==> config.mk <==
export PLATFORM = sky130hd
export DESIGN_NAME = uart_rx_axis
export DESIGN_NICKNAME = d
export VERILOG_FILES = /design/src/rtl/uart_pkg.sv /design/src/rtl/uart_bit_timer.sv /design/src/rtl/uart_rx_axis.sv
export SDC_FILE = /design/constraint.sdc
export NUM_CORES = 1
export LEC_CHECK = 0
export ABC_AREA = 1
export CORE_ASPECT_RATIO = 1.2
export CORE_MARGIN = 4
export CORE_UTILIZATION = 58
export CTS_CLUSTER_DIAMETER = 40
export DETAILED_ROUTE_END_ITERATION = 10
export MAX_ROUTING_LAYER = met4
export PLACE_DENSITY = 0.88
export SETUP_SLACK_MARGIN = 0.1
export SLEW_MARGIN = 20
export SYNTH_ARGS = -nofsm -noshare
export SYNTH_HDL_FRONTEND = slang
export SYNTH_SLANG_ARGS = --single-unit
==> constraint.sdc <==
create_clock -name clk_i -period 2.22 [get_ports clk_i]
set_clock_uncertainty 0.1 [all_clocks]
set_input_delay 0.444 -clock clk_i [delete_from_list [all_inputs] [get_ports clk_i]]
set_output_delay 0.444 -clock clk_i [all_outputs]
set_load 0.05 [all_outputs]
==> src/rtl/uart_pkg.sv <==
// Shared types and constants for the UART receiver and transmitter.
package uart_pkg;

    typedef enum logic [1:0] {PAR_NONE, PAR_EVEN, PAR_ODD} parity_e;

    typedef enum logic [2:0] {IDLE, START, DATA, PARITY, STOP, WAIT_HIGH} rx_state_e;

    localparam int unsigned TUSER_FRAME_ERR  = 0;
    localparam int unsigned TUSER_PARITY_ERR = 1;

    function automatic logic maj3(input logic a, input logic b, input logic c);
        return (a & b) | (a & c) | (b & c);
    endfunction

endpackage

==> src/rtl/uart_bit_timer.sv <==
// Bit-period counter producing a half-bit or full-bit sample strobe; shared by rx and tx.
module uart_bit_timer #(
    parameter int unsigned CLKS_PER_BIT = 868
) (
    input  logic clk_i,
    input  logic rst_n_i,
    input  logic clear_i,
    input  logic half_i,
    output logic strobe_o
);

    localparam int unsigned CntW = $clog2(CLKS_PER_BIT);
    localparam logic [CntW-1:0] HalfCnt = CntW'(CLKS_PER_BIT / 2 - 1);
    localparam logic [CntW-1:0] FullCnt = CntW'(CLKS_PER_BIT - 1);

    logic [CntW-1:0] cnt_q, cnt_d;

    always_comb begin
        cnt_d = cnt_q + 1'b1;
        if (clear_i || cnt_q == FullCnt) begin
            cnt_d = '0;
        end
    end

    always_ff @(posedge clk_i or negedge rst_n_i) begin
        if (!rst_n_i) begin
            cnt_q <= '0;
        end else begin
            cnt_q <= cnt_d;
        end
    end

    assign strobe_o = half_i ? (cnt_q == HalfCnt) : (cnt_q == FullCnt);

endmodule

==> src/rtl/uart_rx_axis.sv <==
// Oversampling UART receiver with an AXI-Stream output register and per-character error flags.
// Define UART_RX_MAJORITY_EN for 2-of-3 majority sampling around each strobe.
module uart_rx_axis
    import uart_pkg::*;
#(
    parameter int unsigned CLKS_PER_BIT = 868,
    parameter int unsigned DATA_WIDTH   = 8,
    parameter int unsigned PARITY_MODE  = 1,
    parameter int unsigned STOP_BITS    = 1
) (
    input  logic                  clk_i,
    input  logic                  rst_n_i,
    input  logic                  rx_i,
    output logic [DATA_WIDTH-1:0] mst_axis_tdata_o,
    output logic [1:0]            mst_axis_tuser_o,
    output logic                  mst_axis_tvalid_o,
    input  logic                  mst_axis_tready_i,
    output logic                  overrun_o,
    output logic                  busy_o
);

    localparam parity_e ParMode = parity_e'(2'(PARITY_MODE));

    rx_state_e             state_q, state_d;
    logic                  rx_meta_q, rx_s_q;
    logic [3:0]            bit_cnt_q, bit_cnt_d;
    logic [DATA_WIDTH-1:0] data_q, data_d;
    logic                  ferr_q, ferr_d, perr_q, perr_d;
    logic [DATA_WIDTH-1:0] tdata_q, tdata_d;
    logic [1:0]            tuser_q, tuser_d;
    logic                  tvalid_q, tvalid_d, overrun_q, overrun_d;
    logic                  timer_clear, strobe, fire, bit_s, complete;

    uart_bit_timer #(
        .CLKS_PER_BIT(CLKS_PER_BIT)
    ) u_timer (
        .clk_i   (clk_i),
        .rst_n_i (rst_n_i),
        .clear_i (timer_clear),
        .half_i  (state_q == START),
        .strobe_o(strobe)
    );

`ifdef UART_RX_MAJORITY_EN
    // Decision one cycle after the strobe, once the strobe+1 sample exists.
    logic rx_h1_q, rx_h2_q, strobe_q;

    always_ff @(posedge clk_i or negedge rst_n_i) begin
        if (!rst_n_i) begin
            rx_h1_q  <= 1'b1;
            rx_h2_q  <= 1'b1;
            strobe_q <= 1'b0;
        end else begin
            rx_h1_q  <= rx_s_q;
            rx_h2_q  <= rx_h1_q;
            strobe_q <= strobe;
        end
    end

    assign fire  = strobe_q;
    assign bit_s = maj3(rx_h2_q, rx_h1_q, rx_s_q);
`else
    assign fire  = strobe;
    assign bit_s = rx_s_q;
`endif

    always_comb begin
        state_d     = state_q;
        bit_cnt_d   = bit_cnt_q;
        data_d      = data_q;
        ferr_d      = ferr_q;
        perr_d      = perr_q;
        timer_clear = 1'b0;
        complete    = 1'b0;
        unique case (state_q)
            IDLE: begin
                timer_clear = 1'b1;
                if (!rx_s_q) state_d = START;
            end
            START: begin
                // Restart the bit period at mid-start so later strobes land mid-bit.
                if (strobe) timer_clear = 1'b1;
                if (fire) begin
                    if (bit_s) begin
                        state_d = IDLE;
                    end else begin
                        state_d   = DATA;
                        bit_cnt_d = '0;
                        ferr_d    = 1'b0;
                        perr_d    = 1'b0;
                    end
                end
            end
            DATA: begin
                if (fire) begin
                    data_d = {bit_s, data_q[DATA_WIDTH-1:1]};
                    if (bit_cnt_q == 4'(DATA_WIDTH - 1)) begin
                        bit_cnt_d = '0;
                        state_d   = (ParMode == PAR_NONE) ? STOP : PARITY;
                    end else begin
                        bit_cnt_d = bit_cnt_q + 4'd1;
                    end
                end
            end
            PARITY: begin
                if (fire) begin
                    perr_d  = (^data_q ^ bit_s) ^ (ParMode == PAR_ODD);
                    state_d = STOP;
                end
            end
            STOP: begin
                if (fire) begin
                    if (!bit_s) ferr_d = 1'b1;
                    if (bit_cnt_q == 4'(STOP_BITS - 1)) begin
                        complete = 1'b1;
                        state_d  = bit_s ? IDLE : WAIT_HIGH;
                    end else begin
                        bit_cnt_d = bit_cnt_q + 4'd1;
                    end
                end
            end
            WAIT_HIGH: begin
                timer_clear = 1'b1;
                if (rx_s_q) state_d = IDLE;
            end
            default: state_d = IDLE;
        endcase
    end

    always_comb begin
        tdata_d   = tdata_q;
        tuser_d   = tuser_q;
        tvalid_d  = tvalid_q;
        overrun_d = 1'b0;
        if (tvalid_q && mst_axis_tready_i) tvalid_d = 1'b0;
        if (complete) begin
            if (!tvalid_q || mst_axis_tready_i) begin
                tdata_d                   = data_q;
                tuser_d[TUSER_FRAME_ERR]  = ferr_d;
                tuser_d[TUSER_PARITY_ERR] = perr_q;
                tvalid_d                  = 1'b1;
            end else begin
                overrun_d = 1'b1;
            end
        end
    end

    always_ff @(posedge clk_i or negedge rst_n_i) begin
        if (!rst_n_i) begin
            rx_meta_q <= 1'b1;
            rx_s_q    <= 1'b1;
            state_q   <= IDLE;
            bit_cnt_q <= '0;
            data_q    <= '0;
            ferr_q    <= 1'b0;
            perr_q    <= 1'b0;
            tdata_q   <= '0;
            tuser_q   <= '0;
            tvalid_q  <= 1'b0;
            overrun_q <= 1'b0;
        end else begin
            rx_meta_q <= rx_i;
            rx_s_q    <= rx_meta_q;
            state_q   <= state_d;
            bit_cnt_q <= bit_cnt_d;
            data_q    <= data_d;
            ferr_q    <= ferr_d;
            perr_q    <= perr_d;
            tdata_q   <= tdata_d;
            tuser_q   <= tuser_d;
            tvalid_q  <= tvalid_d;
            overrun_q <= overrun_d;
        end
    end

    assign mst_axis_tdata_o  = tdata_q;
    assign mst_axis_tuser_o  = tuser_q;
    assign mst_axis_tvalid_o = tvalid_q;
    assign overrun_o         = overrun_q;
    assign busy_o            = (state_q != IDLE);

endmodule
==> results of run 1 <==
cell usage in the layout (no fill, tap or decap), drive strengths merged:
| cell type | n |
|---|---|
| nor3b | 1 |
| xor2 | 4 |
| bufinv | 1 |
| nand4 | 4 |
| ha | 4 |
| nor2 | 32 |
| nand2 | 97 |
| nand3b | 1 |
| xnor2 | 1 |
| a21oi | 5 |
| nor3 | 7 |
| dfstp | 2 |
| buf | 3 |
| o21ai | 20 |
| clkdlybuf4s50 | 14 |
| dfrtp | 39 |
| clkbuf | 7 |
| nand3 | 28 |
| inv | 37 |
final cells by class:
cell class,instances,share of cell area
Tap cell,52,0.02499
Clock buffer,7,0.03316
Timing Repair Buffer,17,0.06151
Multi-Input combinational cell,204,0.4205
Inverter,37,0.05334
Sequential cell,41,0.3950
Clock inverter,1,0.01153
worst paths after layout:
kind | end | slack [ns] | depth (start not counted) | from
setup / recovery | mst_axis_tdata_o[3] | 0.23 | 1 | mst_axis_tdata_o[3]$_DFFE_PN0P_
hold / removal | u_timer.cnt_q[4]$_DFF_PN0_ | 0.1 | 2 | rst_n_i
setup reg to reg | state_q[2]$_DFFE_PN0P_ | 0.32 | 10 | u_timer.cnt_q[0]$_DFF_PN0_
hold reg to reg | bit_s$_DFF_PN1_ | 0.26 | 0 | rx_meta_q$_DFF_PN1_
max in group asynchronous | bit_s$_DFF_PN1_ | 1.56 | 2 | rst_n_i
min in group clk_i | bit_s$_DFF_PN1_ | 0.26 | 0 | rx_meta_q$_DFF_PN1_
report_power, final:
part	switching, uW	internal (uW)
Sequential	1.24	750
Combinational	19.7	7.31
Clock	239	366
per-layer routing:
layer / vias to the layer above / global-route usage / share of wire
met2: 58 / 0.3303 / 0.49
met5: - / - / 0
met1: 868 / 0.2457 / 0.41
met3: 13 / 0.05848 / 0.060
met4: 0 / 0.09336 / 0.033
li1: 943 / - / -
state kept, by name, summed over array words and instances, names as in the netlist:
name / cells
bit_s: 1
bit_cnt_q: 4
state_q: 3
mst_axis_tdata_o: 8
data_q: 8
rx_meta_q: 1
ferr_q: 1
u_timer.cnt_q: 10
mst_axis_tvalid_o: 1
mst_axis_tuser_o: 2
perr_q: 1
overrun_o: 1
metrics by stage:
step | area, um2 | std cells | util | setup WS, ns | hold WS (ns)
final | 2604 | 359 | 0.6993 | 0.2252 | 0.09767
after global routing | 2604 | 359 | 0.6993 | 0.1658 | 0.1336
after CTS | 2599 | 359 | 0.6979 | 0.2118 | 0.1120
after detailed placement | 2482 | 351 | 0.6667 | 0.3167 | 0.2473
after global placement | 2482 | 351 | 0.6667 | 0.3887 | 0.2466
after floorplan | 2280 | 284 | - | 0.5008 | 0.04841
timing repair:
item,in CTS,in global routing
gates resized for setup,0,1
hold buffers,0,0
setup endpoints to repair,0,1
logic make-up after synthesis:
logic type,after synthesis,synth area share
AOI/OAI and AO/OA,25,0.06806
adders and majority gates,4,0.02195
DFF,41,0.4512
xor gates and xnor gates,5,0.01921
and+or+nand+nor,170,0.3688
buffers and inverters,39,0.07080
==> insert_results.sql, run 1 <==
INSERT INTO impl_metrics (metric_group, metric, value, unit) VALUES
('status', 'run_status', 'complete, no violations', ''),
('yosys', 'synth.ff_latch_count', '41', ''),
('timing', 'final-hold-violation-count', '0', ''),
('final_layout', 'layout.area.seq', '1028', 'um2'),
('power_and_ir_drop', 'power.density_cell_area', '531.3', 'nW/um2'),
('power_and_ir_drop', 'cellLeakagePower', '0.001245', 'uW'),
('final_layout', 'antenna_cells', '0', ''),
('timing', 'post-route-period-util', '0.8986', ''),
('yosys', 'yosysMostFrequentCell', 'sky130_fd_sc_hd__nand2_1', ''),
('timing', 'achievable-frequency', '501.3', 'MHz'),
('yosys', 'synthesis.yosys.warnings', '0', ''),
('cts', 'total_number_of_h_tree_levels', '2', ''),
('setup_path', 'critical_path_buffer_and_inverter_count', '1', ''),
('yosys', 'post-synth-top-area-cell', 'sky130_fd_sc_hd__dfrtp_1', ''),
('yosys', 'post_synth_main_area_contributors', 'sky130_fd_sc_hd__dfrtp_1 (43%), sky130_fd_sc_hd__nand2_1 (15%), sky130_fd_sc_hd__inv_1 (5.3%)', ''),
('yosys', 'post_synth_num_cell_types', '27', ''),
('setup_path', 'max_stage_delay_on_crit_path', '0.80', 'ns'),
('yosys', 'yosys_most_used_dff', 'sky130_fd_sc_hd__dfrtp_1', ''),
('die', 'die_area', '5002', 'um2'),
('detailed_routing', 'routed_wirelength', '4269', 'um'),
('power_and_ir_drop', 'post-layout-total-power', '1383', 'uW'),
('timing', 'maxSlewHeadroom', '0.6650', ''),
('timing', 'fin_tns_setup', '0', 'ns'),
('min_path', 'min_path_type', 'input pin to asynchronous set/reset pin', ''),
('yosys', 'avgSynthCellArea', '8.027', 'um2'),
('die', 'fp.dieW', '65.23', 'um'),
('setup_path', 'crit_path_top_delay_cell', 'sky130_fd_sc_hd__clkdlybuf4s50_1', ''),
('setup_path', 'worstSetupEndpointType', 'primary output', ''),
('detailed_routing', 'wl_per_cell', '11.89', 'um'),
('cts', 'clock_sinks', '41', ''),
('grt', 'vias_in_the_first_global_route', '1866', ''),
('yosys', 'synth-seq-area-share', '0.4512', ''),
('detailed_routing', 'drt_iter0_markers', '152', ''),
('die', 'row_count', '24', ''),
('grt', 'first_pass_grt_wire_length', '8114', 'um'),
('detailed_routing', 'via_count_of_the_routed_design', '1882', ''),
('detailed_routing', 'remaining_drc_errors', '0', ''),
('final_layout', 'n_fill_cell', '336', ''),
('setup_path', 'critical_path.max_fanout', '2', ''),
('yosys', 'yosys-top-cells-count', 'sky130_fd_sc_hd__nand2_1 (89), sky130_fd_sc_hd__dfrtp_1 (39), sky130_fd_sc_hd__inv_1 (32)', ''),
('grt', 'grt_overflow_total', '0', ''),
('final_layout', 'area_taken_by_multi_input_logic_gates', '1095', 'um2'),
('grt', 'grt_start_max_net_pins', '42', ''),
('timing', 'final-setup-viol-count', '0', ''),
('yosys', 'synth.top_cell.area_share', '0.4281', ''),
('die', 'design.core.area', '3724', 'um2'),
('die', 'floorplan.initialDensity', '0.6122', ''),
('detailed_routing', 'avgViaCountPerCell', '5.242', ''),
('cts', 'tritoncts', 'built', ''),
('setup_path', 'required', '1.68', 'ns'),
('yosys', 'number_of_flops_mapped_to_enable_cells_by_yosys', '0', ''),
('cts', 'cts_made_buffers', '5', ''),
('grt', 'antenna_found_initial', '0', ''),
('grt', 'gr-usage-all-layers', '0.2088', ''),
('final_layout', 'area.growth.synth_to_final', '14.22', '%'),
('timing', 'max_slew_violation_total_from_the_final_report', '0', ''),
('cts', 'cts_post_setup_buffers_inserted', '0', ''),
('final_layout', 'nets', '314', ''),
('setup_path', 'list_of_cells_traversed_by_the_critical_path', 'clkdlybuf4s50_1', ''),
('final_layout', 'fraction_of_final_layout_cells_with_drive_strength_greater_than_1', '0.1596', ''),
('timing', 'grt_setup_unrepaired', 'no', ''),
('setup_path', 'cp_top_family', 'buffers and inverters', ''),
('yosys', 'post_synth_inst_count', '284', ''),
('setup_path', 'worstPathArrival', '1.45', 'ns'),
('cts', 'clock_path_buffers', '2', ''),
('timing', 'max_slew.worst_pin.slew', '0.5009', 'ns'),
('setup_path', 'critical_path.startpoint_type', 'flop', ''),
('die', 'die_h', '76.68', 'um'),
('place', 'buffer_ports.inserted', '16', ''),
('detailed_routing', 'first_pass_iters', '5', ''),
('place', 'gp_congestion', '0.8887', '');
Power figures use the tool's default switching activity.
==> inputs of run 2 (changes only) <==
--- a/config.mk
+++ b/config.mk
@@ -8,11 +8,11 @@
 export ABC_AREA = 1
 export CORE_ASPECT_RATIO = 1.2
 export CORE_MARGIN = 4
-export CORE_UTILIZATION = 58
+export CORE_UTILIZATION = 62
 export CTS_CLUSTER_DIAMETER = 40
 export DETAILED_ROUTE_END_ITERATION = 10
 export MAX_ROUTING_LAYER = met4
-export PLACE_DENSITY = 0.88
+export PLACE_DENSITY = 0.93
 export SETUP_SLACK_MARGIN = 0.1
 export SLEW_MARGIN = 20
 export SYNTH_ARGS = -nofsm -noshare
==> constraint.sdc (replaced) <==
create_clock -name clk_i -period 2.5 [get_ports clk_i]
set_clock_uncertainty 0.1 [all_clocks]
set_input_delay 0.5 -clock clk_i [delete_from_list [all_inputs] [get_ports clk_i]]
set_output_delay 0.5 -clock clk_i [all_outputs]
set_load 0.05 [all_outputs]
==> insert_results.sql, run 2 (synthesis results as in run 1) <==
INSERT INTO impl_metrics (metric_group, metric, value, unit) VALUES
('status', 'run_status', 'complete, no violations', ''),
('power_and_ir_drop', 'sequentialPowerShare', '0.540', ''),
('final_layout', 'largest_reg_flops', '10', ''),
('power_and_ir_drop', 'post-layout-total-power', '1234', 'uW'),
('final_layout', 'n_fill_cell', '266', ''),
('min_path', 'min_path_type', 'input pin to asynchronous set/reset pin', ''),
('die', 'design.core.area', '3453', 'um2'),
('cts', 'cts_post_setup_buffers_inserted', '0', ''),
('grt', 'first_pass_grt_wire_length', '6803', 'um'),
('die', 'die_h', '74.43', 'um'),
('cts', 'total_number_of_h_tree_levels', '2', ''),
('power_and_ir_drop', 'power.net_switching', '238.4', 'uW'),
('setup_path', 'worstPathArrival', '1.58', 'ns'),
('detailed_routing', 'via_count_of_the_routed_design', '1808', ''),
('cts', 'tritoncts', 'built', ''),
('detailed_routing', 'first_pass_iters', '4', ''),
('flow_run', 'max_cap_viol_count', '0', ''),
('final_layout', 'nets', '313', ''),
('timing', 'achievable-frequency', '459.5', 'MHz'),
('cts', 'clock_sinks', '41', ''),
('detailed_routing', 'drt_iter0_markers', '109', ''),
('power_and_ir_drop', 'power_switching_share', '0.1932', ''),
('setup_path', 'critical_path.startpoint_type', 'flop', ''),
('setup_path', 'required', '1.90', 'ns'),
('cts', 'cell_chosen_for_the_clock_root', 'sky130_fd_sc_hd__clkbuf_8', ''),
('timing', 'max_slew_violation_total_from_the_final_report', '0', ''),
('timing', 'post-route-period-util', '0.8706', ''),
('die', 'die_area', '4715', 'um2'),
('power_and_ir_drop', 'power.clock.fraction', '0.442', ''),
('setup_path', 'crit_type', 'flop to primary output', ''),
('final_layout', 'final_cell_mix', 'sky130_fd_sc_hd__nand2_1 (89), sky130_fd_sc_hd__dfrtp_1 (39), sky130_fd_sc_hd__inv_1 (32)', ''),
('setup_path', 'critical_path.max_fanout', '7', ''),
('power_and_ir_drop', 'pwr-share-comb', '0.018', ''),
('detailed_routing', 'wl_per_cell', '11.22', 'um'),
('place', 'dp_cells', '335', ''),
('cts', 'clock_path_buffers', '2', ''),
('final_layout', 'commonest_non_fill_non_tap_cell_in_the_layout', 'sky130_fd_sc_hd__nand2_1', ''),
('grt', 'gr-usage-all-layers', '0.1883', ''),
('cts', 'postCtsHoldBufs', '0', ''),
('timing', 'final-hold-violation-count', '0', ''),
('timing', 'maxSlewHeadroom', '0.4383', ''),
('detailed_routing', 'route.antenna.remaining_nets', '0', ''),
('power_and_ir_drop', 'vdd_ir_drop_max', '325.8', 'uV'),
('place', 'dp.final_hpwl', '2943', 'um'),
('timing', 'max_slew.worst_pin.slew', '0.8426', 'ns'),
('timing', 'fin_tns_setup', '0', 'ns'),
('detailed_routing', 'avgViaCountPerCell', '5.271', ''),
('setup_path', 'worstSetupEndpointType', 'primary output', ''),
('cts', 'clk-insertion-delay-late', '0.29', 'ns'),
('power_and_ir_drop', 'cell_internal_power', '995.5', 'uW'),
('grt', 'grt_start_max_net_pins', '42', ''),
('final_layout', 'area.growth.synth_to_final', '13.06', '%'),
('grt', 'antenna_found_initial', '0', ''),
('final_layout', 'finish.instance_area', '2577', 'um2'),
('final_layout', 'instances_no_fill', '343', ''),
('die', 'fp.dieW', '63.36', 'um'),
('final_layout', 'fraction_of_final_layout_cells_with_drive_strength_greater_than_1', '0.1536', ''),
('place', 'instance_area_after_placement', '2459', 'um2'),
('timing', 'final-setup-viol-count', '0', ''),
('timing', 'grt_setup_unrepaired', 'no', ''),
('final_layout', 'antenna_cells', '0', ''),
('timing', 'final_period_minus_worst_setup_slack', '2.176', 'ns'),
('die', 'row_count', '23', ''),
('power_and_ir_drop', 'cellLeakagePower', '0.001233', 'uW'),
('final_layout', 'max_flop_register', 'u_timer.cnt_q', ''),
('timing', 'timing.hold.ws', '0.2104', 'ns'),
('detailed_routing', 'routed_wirelength', '3847', 'um'),
('die', 'floorplan.initialDensity', '0.6601', ''),
('grt', 'grt_overflow_total', '0', ''),
('cts', 'clkSlewWorstSetupHoldPaths', '0.08', 'ns'),
('die', 'top_level_ports', '17', ''),
('place', 'gp_congestion', '0.9455', ''),
('detailed_routing', 'remaining_drc_errors', '0', ''),
('place', 'buffer_ports.inserted', '16', ''),
('cts', 'cts_made_buffers', '5', ''),
('grt', 'vias_in_the_first_global_route', '1594', ''),
('power_and_ir_drop', 'power.density_cell_area', '478.8', 'nW/um2');
-- run 2: cell types whose count changed in the layout (fill, tap and decap cells not counted), sizes merged --
cell,delta
buf,-2
clkbuf,-1
clkinvlp,+1
dlygate4sd2,+1
-- run 2: routing by layer --
metal | share of wire | global-route usage
met5 | 0 | -
met4 | 0.012 | 0.07194
met3 | 0.046 | 0.04683
met2 | 0.47 | 0.3086
met1 | 0.47 | 0.2260
-- run 2: path summary, 6_finish.rpt --
kind	slack, ns	cells past startpoint	end	start
max in group asynchronous	1.56	1	data_q[2]$_DFFE_PN0P_	rst_n_i
hold reg to reg	0.26	0	bit_s$_DFF_PN1_	rx_meta_q$_DFF_PN1_
hold / removal	0.21	1	mst_axis_tdata_o[2]$_DFFE_PN0P_	rst_n_i
setup reg to reg	0.54	10	state_q[0]$_DFFE_PN0P_	u_timer.cnt_q[0]$_DFF_PN0_
setup / recovery	0.32	3	busy_o	state_q[2]$_DFFE_PN0P_
min in group clk_i	0.26	0	bit_s$_DFF_PN1_	rx_meta_q$_DFF_PN1_
-- run 2: area by class of cell --
| type | count | area (um2) | share of cell area |
|---|---|---|---|
| well taps | 37 | 46.29 | 0.01796 |
| clock buffers | 6 | 82.58 | 0.03204 |
| repair buffers | 16 | 153.9 | 0.05971 |
| flip-flops and latches | 41 | 1028 | 0.3990 |
| multi-input cells | 204 | 1090 | 0.4228 |
| clock inverters | 2 | 37.54 | 0.01456 |
| inverters | 37 | 138.9 | 0.05388 |
-- run 2: repair_timing --
action,in CTS,in global routing
resized for setup,1,0
setup endpoints to repair,1,0
hold endpoints to repair,0,0
-- run 2: critical path: stages (launching register included) --
cell	delay (ns)
sky130_fd_sc_hd__dfrtp_1	0.51
sky130_fd_sc_hd__inv_2	0.10
sky130_fd_sc_hd__nand2_1	0.14
sky130_fd_sc_hd__dlygate4sd2_1	0.54
-- run 2: through the flow --
step	setup slack, ns	utilization
3_5_place_dp	0.3677	0.7120
2_1_floorplan	0.7808	-
6_report	0.3235	0.7464
5_1_grt	0.2394	0.7464
3_3_place_gp	0.3906	0.7120
4_1_cts	0.3135	0.7464
-- run 2: power by group through the flow --
stage,clock (uW),combinational [uW],sequential [uW]
2_1_floorplan,0,5.59,680
3_3_place_gp,0,22.8,680
3_5_place_dp,0,23.1,680
4_1_cts,558,23.1,667
5_1_grt,590,26.8,667
6_report,545,21.9,667
==> inputs of run 3 (changes only) <==
--- a/config.mk
+++ b/config.mk
@@ -11,6 +11,7 @@
 export CORE_UTILIZATION = 62
 export CTS_CLUSTER_DIAMETER = 40
 export DETAILED_ROUTE_END_ITERATION = 10
+export GPL_ROUTABILITY_DRIVEN = 0
 export MAX_ROUTING_LAYER = met4
 export PLACE_DENSITY = 0.93
 export SETUP_SLACK_MARGIN = 0.1
==> insert_results.sql, run 3 (synthesis results as in run 1) <==
INSERT INTO impl_metrics (metric_group, metric, value, unit) VALUES
('detailed_routing', 'wl_per_cell', '12.17', 'um'),
('final_layout', 'area.growth.synth_to_final', '13.06', '%'),
('timing', 'final_period_minus_worst_setup_slack', '2.196', 'ns'),
('setup_path', 'worstPathArrival', '1.60', 'ns'),
('place', 'dp_cells', '335', ''),
('power_and_ir_drop', 'power_switching_share', '0.2008', ''),
('cts', 'cell_chosen_for_the_clock_root', 'sky130_fd_sc_hd__clkbuf_8', ''),
('setup_path', 'required', '1.90', 'ns'),
('timing', 'post-route-period-util', '0.8784', ''),
('power_and_ir_drop', 'power.clock.fraction', '0.447', ''),
('final_layout', 'nets', '313', ''),
('die', 'die_h', '74.43', 'um'),
('detailed_routing', 'first_pass_iters', '4', ''),
('flow_run', 'max_cap_viol_count', '0', ''),
('cts', 'clkSlewWorstSetupHoldPaths', '0.08', 'ns'),
('setup_path', 'critical_path.startpoint_type', 'flop', ''),
('cts', 'clock_sinks', '41', ''),
('die', 'die_area', '4715', 'um2'),
('cts', 'total_number_of_h_tree_levels', '2', ''),
('power_and_ir_drop', 'pwr-share-comb', '0.018', ''),
('grt', 'antenna_found_initial', '0', ''),
('setup_path', 'crit_type', 'flop to primary output', ''),
('timing', 'achievable-frequency', '455.4', 'MHz'),
('place', 'instance_area_after_placement', '2459', 'um2'),
('power_and_ir_drop', 'post-layout-total-power', '1246', 'uW'),
('timing', 'final-setup-viol-count', '0', ''),
('place', 'dp.final_hpwl', '3058', 'um'),
('place', 'buffer_ports.inserted', '16', ''),
('detailed_routing', 'routed_wirelength', '4175', 'um'),
('grt', 'vias_in_the_first_global_route', '1732', ''),
('detailed_routing', 'route.antenna.remaining_nets', '0', ''),
('cts', 'clk-insertion-delay-late', '0.30', 'ns'),
('setup_path', 'worstSetupEndpointType', 'primary output', ''),
('detailed_routing', 'via_count_of_the_routed_design', '1837', ''),
('setup_path', 'critical_path.max_fanout', '7', ''),
('final_layout', 'max_flop_register', 'u_timer.cnt_q', ''),
('detailed_routing', 'remaining_drc_errors', '0', ''),
('cts', 'cts_post_setup_buffers_inserted', '0', ''),
('grt', 'first_pass_grt_wire_length', '7307', 'um'),
('cts', 'clock_path_buffers', '2', ''),
('power_and_ir_drop', 'vdd_ir_drop_max', '345.8', 'uV'),
('cts', 'cts_made_buffers', '5', ''),
('die', 'floorplan.initialDensity', '0.6601', ''),
('final_layout', 'antenna_cells', '0', ''),
('final_layout', 'fraction_of_final_layout_cells_with_drive_strength_greater_than_1', '0.1536', ''),
('power_and_ir_drop', 'power.net_switching', '250.2', 'uW'),
('final_layout', 'commonest_non_fill_non_tap_cell_in_the_layout', 'sky130_fd_sc_hd__nand2_1', ''),
('final_layout', 'largest_reg_flops', '10', ''),
('power_and_ir_drop', 'sequentialPowerShare', '0.535', ''),
('min_path', 'min_path_type', 'input pin to asynchronous set/reset pin', ''),
('timing', 'max_slew.worst_pin.slew', '0.8563', 'ns'),
('final_layout', 'instances_no_fill', '343', ''),
('power_and_ir_drop', 'cell_internal_power', '995.5', 'uW'),
('final_layout', 'finish.instance_area', '2577', 'um2'),
('die', 'fp.dieW', '63.36', 'um'),
('grt', 'gr-usage-all-layers', '0.2071', ''),
('status', 'run_status', 'complete, no violations', ''),
('timing', 'maxSlewHeadroom', '0.4291', ''),
('die', 'top_level_ports', '17', ''),
('grt', 'grt_overflow_total', '0', ''),
('detailed_routing', 'avgViaCountPerCell', '5.356', ''),
('timing', 'final-hold-violation-count', '0', ''),
('die', 'row_count', '23', ''),
('final_layout', 'final_cell_mix', 'sky130_fd_sc_hd__nand2_1 (89), sky130_fd_sc_hd__dfrtp_1 (39), sky130_fd_sc_hd__inv_1 (32)', ''),
('die', 'design.core.area', '3453', 'um2'),
('cts', 'tritoncts', 'built', ''),
('timing', 'fin_tns_setup', '0', 'ns'),
('detailed_routing', 'drt_iter0_markers', '64', ''),
('grt', 'grt_start_max_net_pins', '42', ''),
('power_and_ir_drop', 'cellLeakagePower', '0.001233', 'uW'),
('timing', 'max_slew_violation_total_from_the_final_report', '0', ''),
('timing', 'grt_setup_unrepaired', 'no', ''),
('power_and_ir_drop', 'power.density_cell_area', '483.3', 'nW/um2');
[run 3: layout make-up]
class	instances	area (um2)
Fill cell	265	875.8
Clock buffer	6	82.58
Multi-Input combinational cell	204	1090
Timing Repair Buffer	16	153.9
Clock inverter	2	37.54
Sequential cell	41	1028
Tap cell	37	46.29
Inverter	37	138.9
[run 3: worst max-delay path, cell delays in order (launching register included)]
cell and delay, ns:
sky130_fd_sc_hd__dfrtp_1 0.52, sky130_fd_sc_hd__inv_2 0.10, sky130_fd_sc_hd__nand2_1 0.14, sky130_fd_sc_hd__dlygate4sd2_1 0.54
[run 3: through the flow]
step / setup slack [ns] / util / hold WS (ns)
floorplan: 0.7808 / - / 0.1044
global placement: 0.3948 / 0.7120 / 0.2456
detailed placement: 0.3546 / 0.7120 / 0.2469
CTS: 0.2955 / 0.7464 / 0.2343
global route: 0.2085 / 0.7464 / 0.2612
finish: 0.3040 / 0.7464 / 0.2017
[run 3: worst paths after layout]
kind	startpoint	to	slack (ns)	depth (start not counted)
setup / recovery	state_q[2]$_DFFE_PN0P_	busy_o	0.30	3
hold / removal	rst_n_i	u_timer.cnt_q[7]$_DFF_PN0_	0.20	1
setup reg to reg	u_timer.cnt_q[0]$_DFF_PN0_	state_q[2]$_DFFE_PN0P_	0.60	10
hold reg to reg	rx_meta_q$_DFF_PN1_	bit_s$_DFF_PN1_	0.26	0
max in group asynchronous	rst_n_i	bit_cnt_q[3]$_DFFE_PN0P_	1.56	1
min in group clk_i	rx_meta_q$_DFF_PN1_	bit_s$_DFF_PN1_	0.26	0
[run 3: layer usage]
metal  share of wire  wire (um)  global-route usage
met1            0.44       1826              0.2363
met2            0.49       2039              0.3469
met3           0.053        220             0.05589
met4           0.021         89             0.08633
met5               0          0                   -
[run 3: repair_timing]
item | in CTS | in global routing
resized for setup | 1 | 0
hold buffers | 0 | 0
setup endpoints to repair | 1 | 0
[run 3: power by group through the flow]
| stage | Combinational, uW | Sequential, uW | Clock, uW |
|---|---|---|---|
| floorplan | 5.59 | 680 | 0 |
| global placement | 22.9 | 680 | 0 |
| detailed placement | 23.2 | 680 | 0 |
| CTS | 23.4 | 667 | 567 |
| global route | 26.2 | 667 | 600 |
| finish | 22.2 | 667 | 557 |
